[src/rtl/dm_pkg.sv]
// Shared parameters and types for the shared-memory arbiter.
// Holds the size defaults, the memory read latency and the issue-stage op encoding.
`timescale 1ns/1ps
package dm_pkg;

    localparam int NCORE_DEF  = 4;
    localparam int AW_DEF     = 8;
    localparam int DW_DEF     = 16;
    localparam int CW_DEF     = 16;

    // Cycles from the memory address being presented to mem_rdata being valid.
    localparam int MEM_RD_LAT = 1;

    typedef enum logic [1:0] {
        OP_NONE  = 2'd0,
        OP_READ  = 2'd1,
        OP_WRITE = 2'd2
    } op_e;

    function automatic int ptr_width(input int n);
        return (n > 1) ? $clog2(n) : 1;
    endfunction

endpackage

[src/rtl/rr_select.sv]
// Round-robin selector: the first requesting index at or after ptr wins, wrapping at N-1.
// Purely combinational; produces a one-hot grant, its index and an any-grant flag.
`timescale 1ns/1ps
module rr_select #(
    parameter int N  = 4,
    parameter int PW = 2
) (
    input  logic [N-1:0]  req,
    input  logic [PW-1:0] ptr,
    output logic [N-1:0]  gnt,
    output logic [PW-1:0] idx,
    output logic          any
);

    logic [PW-1:0] cand;

    always_comb begin
        gnt  = '0;
        idx  = '0;
        any  = 1'b0;
        cand = '0;
        for (int off = 0; off < N; off++) begin
            cand = PW'((int'(ptr) + off) % N);
            if (!any && req[cand]) begin
                any       = 1'b1;
                gnt[cand] = 1'b1;
                idx       = cand;
            end
        end
    end

endmodule

[src/rtl/dm_arbiter.sv]
// Round-robin arbiter giving NCORE cores access to one synchronous-read memory.
// Grant (comb) -> issue stage (registered address/data) -> return stage (rvalid, rdata).
`timescale 1ns/1ps
module dm_arbiter
    import dm_pkg::*;
#(
    parameter int NCORE = NCORE_DEF,
    parameter int AW    = AW_DEF,
    parameter int DW    = DW_DEF,
    parameter int CW    = CW_DEF
) (
    input  logic                clk,
    input  logic                rst_n,
    input  logic [NCORE-1:0]    req,
    input  logic [NCORE-1:0]    we,
    input  logic [NCORE*AW-1:0] addr,
    input  logic [NCORE*DW-1:0] wdata,
    output logic [NCORE-1:0]    gnt,
    output logic [NCORE-1:0]    rvalid,
    output logic [DW-1:0]       rdata,
    output logic                mem_we,
    output logic [AW-1:0]       mem_addr,
    output logic [DW-1:0]       mem_wdata,
    input  logic [DW-1:0]       mem_rdata,
    output logic [DW-1:0]       to_mem,
    input  logic                cnt_clr,
    output logic [NCORE*CW-1:0] cnt
);

    localparam int PW = ptr_width(NCORE);

    logic [PW-1:0]    ptr_reg;
    logic [PW-1:0]    gnt_idx;
    logic             gnt_any;

    op_e              issue_op_reg;
    logic [NCORE-1:0] issue_sel_reg;
    logic [AW-1:0]    mem_addr_reg;
    logic [DW-1:0]    mem_wdata_reg;
    logic [DW-1:0]    to_mem_reg;
    logic [DW-1:0]    rdata_reg;
    logic [NCORE-1:0] rd_pipe_reg [MEM_RD_LAT];

    rr_select #(
        .N  (NCORE),
        .PW (PW)
    ) u_rr_select (
        .req (req),
        .ptr (ptr_reg),
        .gnt (gnt),
        .idx (gnt_idx),
        .any (gnt_any)
    );

    always_ff @(posedge clk or negedge rst_n) begin
        if (!rst_n) begin
            ptr_reg <= '0;
        end else if (gnt_any) begin
            ptr_reg <= (gnt_idx == PW'(NCORE - 1)) ? '0 : gnt_idx + 1'b1;
        end
    end

    // Issue stage: address and write data are captured for every grant and held otherwise.
    always_ff @(posedge clk or negedge rst_n) begin
        if (!rst_n) begin
            issue_op_reg  <= OP_NONE;
            issue_sel_reg <= '0;
            mem_addr_reg  <= '0;
            mem_wdata_reg <= '0;
        end else if (gnt_any) begin
            issue_op_reg  <= we[gnt_idx] ? OP_WRITE : OP_READ;
            issue_sel_reg <= gnt;
            mem_addr_reg  <= addr[gnt_idx*AW +: AW];
            mem_wdata_reg <= wdata[gnt_idx*DW +: DW];
        end else begin
            issue_op_reg  <= OP_NONE;
        end
    end

    assign mem_we    = (issue_op_reg == OP_WRITE);
    assign mem_addr  = mem_addr_reg;
    assign mem_wdata = mem_wdata_reg;

    // Return pipeline carries the one-hot owner of each read while memory is busy.
    always_ff @(posedge clk or negedge rst_n) begin
        if (!rst_n) begin
            for (int i = 0; i < MEM_RD_LAT; i++) begin
                rd_pipe_reg[i] <= '0;
            end
        end else begin
            rd_pipe_reg[0] <= (issue_op_reg == OP_READ) ? issue_sel_reg : '0;
            for (int i = 1; i < MEM_RD_LAT; i++) begin
                rd_pipe_reg[i] <= rd_pipe_reg[i-1];
            end
        end
    end

    assign rvalid = rd_pipe_reg[MEM_RD_LAT-1];

    // Memory data is live only in its valid cycle, so rdata passes it through then holds it.
    always_ff @(posedge clk or negedge rst_n) begin
        if (!rst_n) begin
            rdata_reg  <= '0;
            to_mem_reg <= '0;
        end else begin
            if (|rvalid) begin
                rdata_reg <= mem_rdata;
            end
            if (mem_we) begin
                to_mem_reg <= mem_wdata_reg;
            end
        end
    end

    assign rdata  = (|rvalid) ? mem_rdata : rdata_reg;
    assign to_mem = to_mem_reg;

    genvar gi;
    generate
        for (gi = 0; gi < NCORE; gi++) begin : g_cnt
            logic [CW-1:0] cnt_reg;

            always_ff @(posedge clk or negedge rst_n) begin
                if (!rst_n) begin
                    cnt_reg <= '0;
                end else if (cnt_clr) begin
                    cnt_reg <= '0;
                end else if (gnt[gi] && (cnt_reg != {CW{1'b1}})) begin
                    cnt_reg <= cnt_reg + 1'b1;
                end
            end

            assign cnt[gi*CW +: CW] = cnt_reg;
        end
    endgenerate

endmodule
[config.mk]
export PLATFORM = sky130hd
export DESIGN_NAME = dm_arbiter
export DESIGN_NICKNAME = d
export VERILOG_FILES = /design/src/rtl/dm_pkg.sv /design/src/rtl/rr_select.sv /design/src/rtl/dm_arbiter.sv
export SDC_FILE = /design/constraint.sdc
export NUM_CORES = 1
export LEC_CHECK = 0
export BUFFER_PORTS_ARGS = -buffer_cell sky130_fd_sc_hd__buf_4
export CORE_MARGIN = 5
export CORE_UTILIZATION = 46
export DETAILED_ROUTE_END_ITERATION = 7
export HOLD_SLACK_MARGIN = 0.02
export PLACE_DENSITY = 0.82
export SYNTH_ARGS = -nofsm -noshare
export SYNTH_HDL_FRONTEND = slang
export SYNTH_HIERARCHICAL = 1
export SYNTH_SLANG_ARGS = --single-unit
[constraint.sdc]
create_clock -name clk -period 3.17 [get_ports clk]
set_input_delay 0.1585 -clock clk [delete_from_list [all_inputs] [get_ports clk]]
set_output_delay 0.1585 -clock clk [all_outputs]
set_load 0.005 [all_outputs]
=== Word-level counts from Yosys, hierarchy flattened ===
Cells that the tools add are included.

* Output and inout port bits: 129
* Logic and storage cells: 103
* Register bits after elaboration: 132
* Input port bits: 123

* Multiplexer cells: 43
* Reductions and logical operators: 19
* $lt $le $gt $ge: 9
* Shifts and indexed selects: 2
* Add/subtract/negate cells: 8
* Bitwise gates (word level): 3
* Eq/ne operators: 7

{| class="wikitable"
|+ Operators with widths
! kind !! number
|-
| 16-bit 2-to-1 mux || 9
|-
| 16-bit by 1-bit adder with 16-bit output, second input constant || 4
|-
| 16-bit != test, second input constant || 4
|-
| 64-bit by 7-bit variable part select with 16-bit output || 1
|-
| 32-bit by 6-bit variable part select with 8-bit output || 1
|-
| 4-bit 2-to-1 mux || 5
|-
| 2-bit by 3-bit < comparator with 1-bit output, second input constant || 5
|-
| 2-bit 2-to-1 mux || 7
|-
| 1-bit 2-to-1 mux || 13
|-
| 4-bit bitwise OR || 3
|-
| 1-bit logical AND || 11
|-
| 1-bit binary-select mux with 2-bit select || 5
|-
| 1-bit demux with 2-bit select || 4
|-
| 2-bit by 1-bit >= comparator with 1-bit output, second input constant || 4
|-
| 2-bit nonzero test || 4
|-
| 2-bit by 1-bit adder with 2-bit output, second input constant || 2
|-
| 2-bit adder, second input constant || 2
|-
| 2-bit == test, second input constant || 2
|-
| 4-bit OR reduction || 1
|-
| 1-bit logical NOT || 3
|-
| 2-bit by 1-bit == test with 1-bit output, second input constant || 1
|}

=== Depth between registers and ports, before layout ===
* Depth after elaboration: 16
* Mapped depth: 13
* Mapped depth without buffers: 10

=== By module ===
Netlist, hierarchy kept.

{| class="wikitable"
|+ Modules (own cells, without submodules)
! module !! cells an instance !! instances !! area an instance (µm²) !! sequential area each (µm²)
|-
| dm_arbiter || 566 || 1 || 6675.2 || 3303.2
|-
| rr_select || 45 || 1 || 421.7 || 0.0
|}

=== Worst setup path after synthesis ===
OpenSTA, ideal clock, no wires.

* Path type: register to register
* Start point: reg ptr_reg[0]
* End point: reg g_cnt[0].cnt_reg[14]
* Clock period less this slack: 3.606 ns
* Arrival time: 3.485 ns
* Cell stages (with the launch flop): 13
* Slack: -0.436 ns
* Library setup time: 0.120 ns
* Buffers on the path: 2
* Required time: 3.050 ns
* Path through: dfrtp_1 > buf_6 > inv_1 > ha_1 > mux4_2 > buf_6 > and2b_2 > a22oi_1 > o21ai_0 > inv_1 > or4_4 > or4b_1 > o211a_1

* Cells in the longest elaborated chain, start to end: 14
* Elaborated cells between the ends (all ways): 49
* Those cells by class: add/sub (3); order compare (8); mux (23); bitwise (3); reduce/logical (12)

{| class="wikitable"
|+ Ends and longest elaborated chain
! what !! RTL line !! text
|-
| start, declared || dm_arbiter.sv:32 || <nowiki>logic [PW-1:0] ptr_reg;</nowiki>
|-
| start signal, assigned || dm_arbiter.sv:59 || <nowiki>ptr_reg <= (gnt_idx == PW'(NCORE - 1)) ? '0 : gnt_idx + 1'b1;</nowiki>
|-
| branches (longest 11 deep; another with 2-bit by 3-bit < comparator with 1-bit output) || - ||
|-
| 4-bit 2-to-1 mux (*) || rr_select.sv:24 || <nowiki>if (!any && req[cand]) begin</nowiki>
|-
| via gnt[0] || dm_arbiter.sv:18 || <nowiki>output logic [NCORE-1:0] gnt,</nowiki>
|-
| 1-bit logical AND (*) || dm_arbiter.sv:128 || <nowiki>end else if (gnt[gi] && (cnt_reg != {CW{1'b1}})) begin</nowiki>
|-
| 2-bit nonzero test (no source line) (*) || - ||
|-
| end signal, assigned || dm_arbiter.sv:129 || <nowiki>cnt_reg <= cnt_reg + 1'b1;</nowiki>
|-
| end, declared || dm_arbiter.sv:121 || <nowiki>logic [CW-1:0] cnt_reg;</nowiki>
|}

Mark *: on every way through the listed nets, which the timed path passes. The select of a mux whose other input is x is not followed.
A chain may end at the register's enable or synchronous reset.

=== Worst setup path in the final report ===
* Start point: reg ptr_reg[1]
* End point: reg g_cnt[3].cnt_reg[13]

* Cells in the longest elaborated chain, start to end: 14
* Elaborated cells between the ends (all ways): 49
* Those cells by class: add/sub (3); order compare (8); mux (23); bitwise (3); reduce/logical (12)

{| class="wikitable"
|+ Ends and longest elaborated chain
! what !! RTL line
|-
| branches (longest 11 deep; another with 2-bit by 3-bit < comparator with 1-bit output) || -
|-
| 4-bit 2-to-1 mux (*) || rr_select.sv:24
|-
| 1-bit logical AND (*) || dm_arbiter.sv:128
|-
| 2-bit nonzero test (no source line) (*) || -
|-
| end signal, assigned || dm_arbiter.sv:129
|-
| end, declared || dm_arbiter.sv:121
|}

Mark *: on every way between the ends. The select of a mux whose other input is x is not followed.

==> impl_metrics.env <==
export IMPL_seq_area_frac_synth_pct=46.54
export IMPL_largest_reg_flops=64
export IMPL_ys_async_sr_fraction_pct=100.0
export IMPL_antenna_found_initial=0
export IMPL_drive_gt1_share_pct=47.19
export IMPL_layout_common_cells="274 x buf_4, 131 x dfrtp_1, 65 x mux2_2"
export IMPL_vdd_drop_max_uv=802.5
export IMPL_worst_r2r_path_depth=10
export IMPL_wl_met3_um=2115
export IMPL_area_delta_synth_final_pct=43.16
export IMPL_ys_types=60
export IMPL_holdPathStages=3
export IMPL_fin_total_pwr_uw=9176
export IMPL_rows=45
export IMPL_holdCritStartpoint="we[2]"
export IMPL_antenna_diode_count=0
export IMPL_regArea_um2=3304
export IMPL_multi_input_area_um2=3674
export IMPL_hp_class="in2reg"
export IMPL_clockBufferDepth=2
export IMPL_arrival_ns=3.45
export IMPL_worstPathMaxFanout=5
export IMPL_finalCritPeriodShare_pct=98.02
export IMPL_nNetsFinal=1028
export IMPL_slew_headroom_pct=36.76
export IMPL_avgSynthCellArea_um2=11.62
export IMPL_yosysWarnings=6
export IMPL_ys_flop_type="dfrtp_1"
export IMPL_drt_pass1_iterations=7
export IMPL_htreeDepth=4
export IMPL_wl_um=22360
export IMPL_worstPathRequired_ns=3.51
export IMPL_hold_viol=0
export IMPL_grt_start_max_net_pins=90
export IMPL_die_h_um=134.2
export IMPL_m1WireLength_um=8371
export IMPL_numCtsBuffers=17
export IMPL_coreArea_um2=15150
export IMPL_powerDensity_nw_per_um2=903.2
export IMPL_worst_setup_path_end_kind="flip-flop"
export IMPL_p_leak_uw=0.004547
export IMPL_setup_viol=0
export IMPL_synth_nets=744
export IMPL_wl_met2_um=11330
export IMPL_dp_cells=1038
export IMPL_cts_sinks=132
export IMPL_grt_use_total_pct=23.94
export IMPL_cts_root_buf="clkbuf_16"
export IMPL_synth_top_area_share_pct=46.54
export IMPL_viasPerCell=5.925
export IMPL_fmax_mhz=321.8
export IMPL_vias=6488
export IMPL_synth_cell_area_um2=7097
export IMPL_final_max_slew_viol_count=0
export IMPL_overflow=0
export IMPL_crit_type="reg2reg"
export IMPL_antenna_left=0
export IMPL_drv_cap=0
export IMPL_gp_congestion=0.8839
export IMPL_die_area_um2=18010
export IMPL_synth_seq_cells=132
export IMPL_layout_cells_non_filler=1095
export IMPL_clk_pin_slew_worst_paths_ns=0.06
export IMPL_rsz0062_at_grt="true"
export IMPL_drc=0
export IMPL_synth_edf_count=0
export IMPL_worstSetupStartpoint="ptr_reg[1]$_DFFE_PN0P_"
export IMPL_die_x_um=134.2
export IMPL_tightest_slew_ns=0.9486
export IMPL_n_fill_cell=1129
export IMPL_top_layer="met4"
export IMPL_final_common_cell="buf_4"
export IMPL_tritoncts="built"
export IMPL_grt_pass1_vias=6434
export IMPL_ios=252
export IMPL_clock_skew_ns=0.009024
export IMPL_worstSkewPairLatency_ns=0.42
export IMPL_start_kind="flip-flop"
export IMPL_period_minus_slack_ns=3.107
export IMPL_status="finished clean"
export IMPL_wl_per_cell_um=20.42
export IMPL_dp_hpwl_um=15820
export IMPL_netlist_instances=611
export IMPL_synth_top_area_cell="dfrtp_1"
export IMPL_io_buffers=251
export IMPL_r2r_start="ptr_reg[1]$_DFFE_PN0P_"
export IMPL_grt_pass1_wl_um=34160
export IMPL_initial_utilization_pct=46.86
export IMPL_synth_area_top_cells="dfrtp_1 47%, mux2_2 10%, mux4_2 8.6%"
export IMPL_drt_iter0_markers=364
[path summary, 6_finish.rpt]
| kind | slack, ns | to |
|---|---|---|
| setup / recovery | 0.06 | g_cnt[3].cnt_reg[13]$_DFFE_PN0P_ |
| hold / removal | 0.16 | issue_op_reg[0]$_DFF_PN0_ |
| setup reg to reg | 0.06 | g_cnt[3].cnt_reg[13]$_DFFE_PN0P_ |
| hold reg to reg | 0.48 | rvalid[2]$_DFF_PN0_ |
| max in group asynchronous | 1.99 | mem_addr[6]$_DFFE_PN0P_ |
| min in group asynchronous | 0.36 | g_cnt[3].cnt_reg[3]$_DFFE_PN0P_ |
[metrics by stage]
stage                     utilization [%]  instance area, um2  hold WS, ns  setup TNS (ns)  setup slack (ns)
after detailed placement            61.27                9280       0.2858               0          0.004329
after global routing                67.08               10160       0.1779         -0.2636          -0.07533
after global placement              61.27                9280       0.2789               0            0.1030
after CTS                           66.11               10010       0.1590               0           0.02028
final                               67.08               10160       0.1646               0           0.06270
after floorplan                         -                7119      -0.1371         -0.2101          -0.07763
[kinds of logic after synthesis]
group / count (synthesis) / synth area share (%)
buffers and inverters: 46 / 2.750
multiplexers: 103 / 20.89
AO/OA/AOI/OAI: 122 / 11.23
AND/OR/NAND/NOR: 193 / 16.20
adder cells (fa/ha/maj): 10 / 1.763
XOR/XNOR: 5 / 0.6170
flip-flops: 132 / 46.54
[worst max-delay path: stages (launching register included)]
cell and delay [ns]:
dfrtp_2 0.42, inv_2 0.07, ha_4 0.28, mux4_2 0.35, nor4b_4 0.44, a22oi_1 0.13, o21ai_1 0.14, nand3_1 0.14
or4_4 0.51, or4_1 0.41, a21oi_1 0.13
[routing by layer]
metal / GRT usage (%) / vias up
li1: - / 2944
met5: 0 / -
met1: 29.54 / 3191
met3: 8.065 / 39
met2: 38.85 / 314
met4: 9.559 / 0
[cell usage after synthesis (all sizes together) (4+ instances only)]
master,number
dfrtp,132
mux2,65
a21oi,40
mux4,29
o21ai,29
nand3,23
nor2,23
or3,23
clkbuf,22
nand2,22
nand4,20
inv,14
or4,13
o31ai,12
nor3,11
and3,10
buf,10
ha,10
and2,9
and4,9
mux2i,9
nor4,9
a22oi,8
nor2b,6
o41ai,6
nand2b,5
o311ai,4
xor2,4
[report_power, final]
group / total (uW) / internal, uW / switching, uW
clock network: 1890 / 1150 / 736
registers: 2500 / 2190 / 310
logic: 4790 / 2750 / 2040
total: 9180 / 6090 / 3080
[cell type report]
| type | count | area share [%] |
|---|---|---|
| repair buffers | 297 | 22.94 |
| multi-input cells | 433 | 36.16 |
| flip-flops and latches | 132 | 32.52 |
| well taps | 188 | 2.315 |
| clock inverters | 9 | 0.7759 |
| clock buffers | 22 | 4.766 |
| inverters | 14 | 0.5172 |
[what timing repair did]
item	CTS	global route
gates cloned	0	2
hold buffers	17	0
setup endpoints to repair	1	9
pin swaps	1	6
hold endpoints to repair	102	0
resized for setup	0	12
setup buffers	0	7
Note: power is estimated with default switching activity, not from simulation.
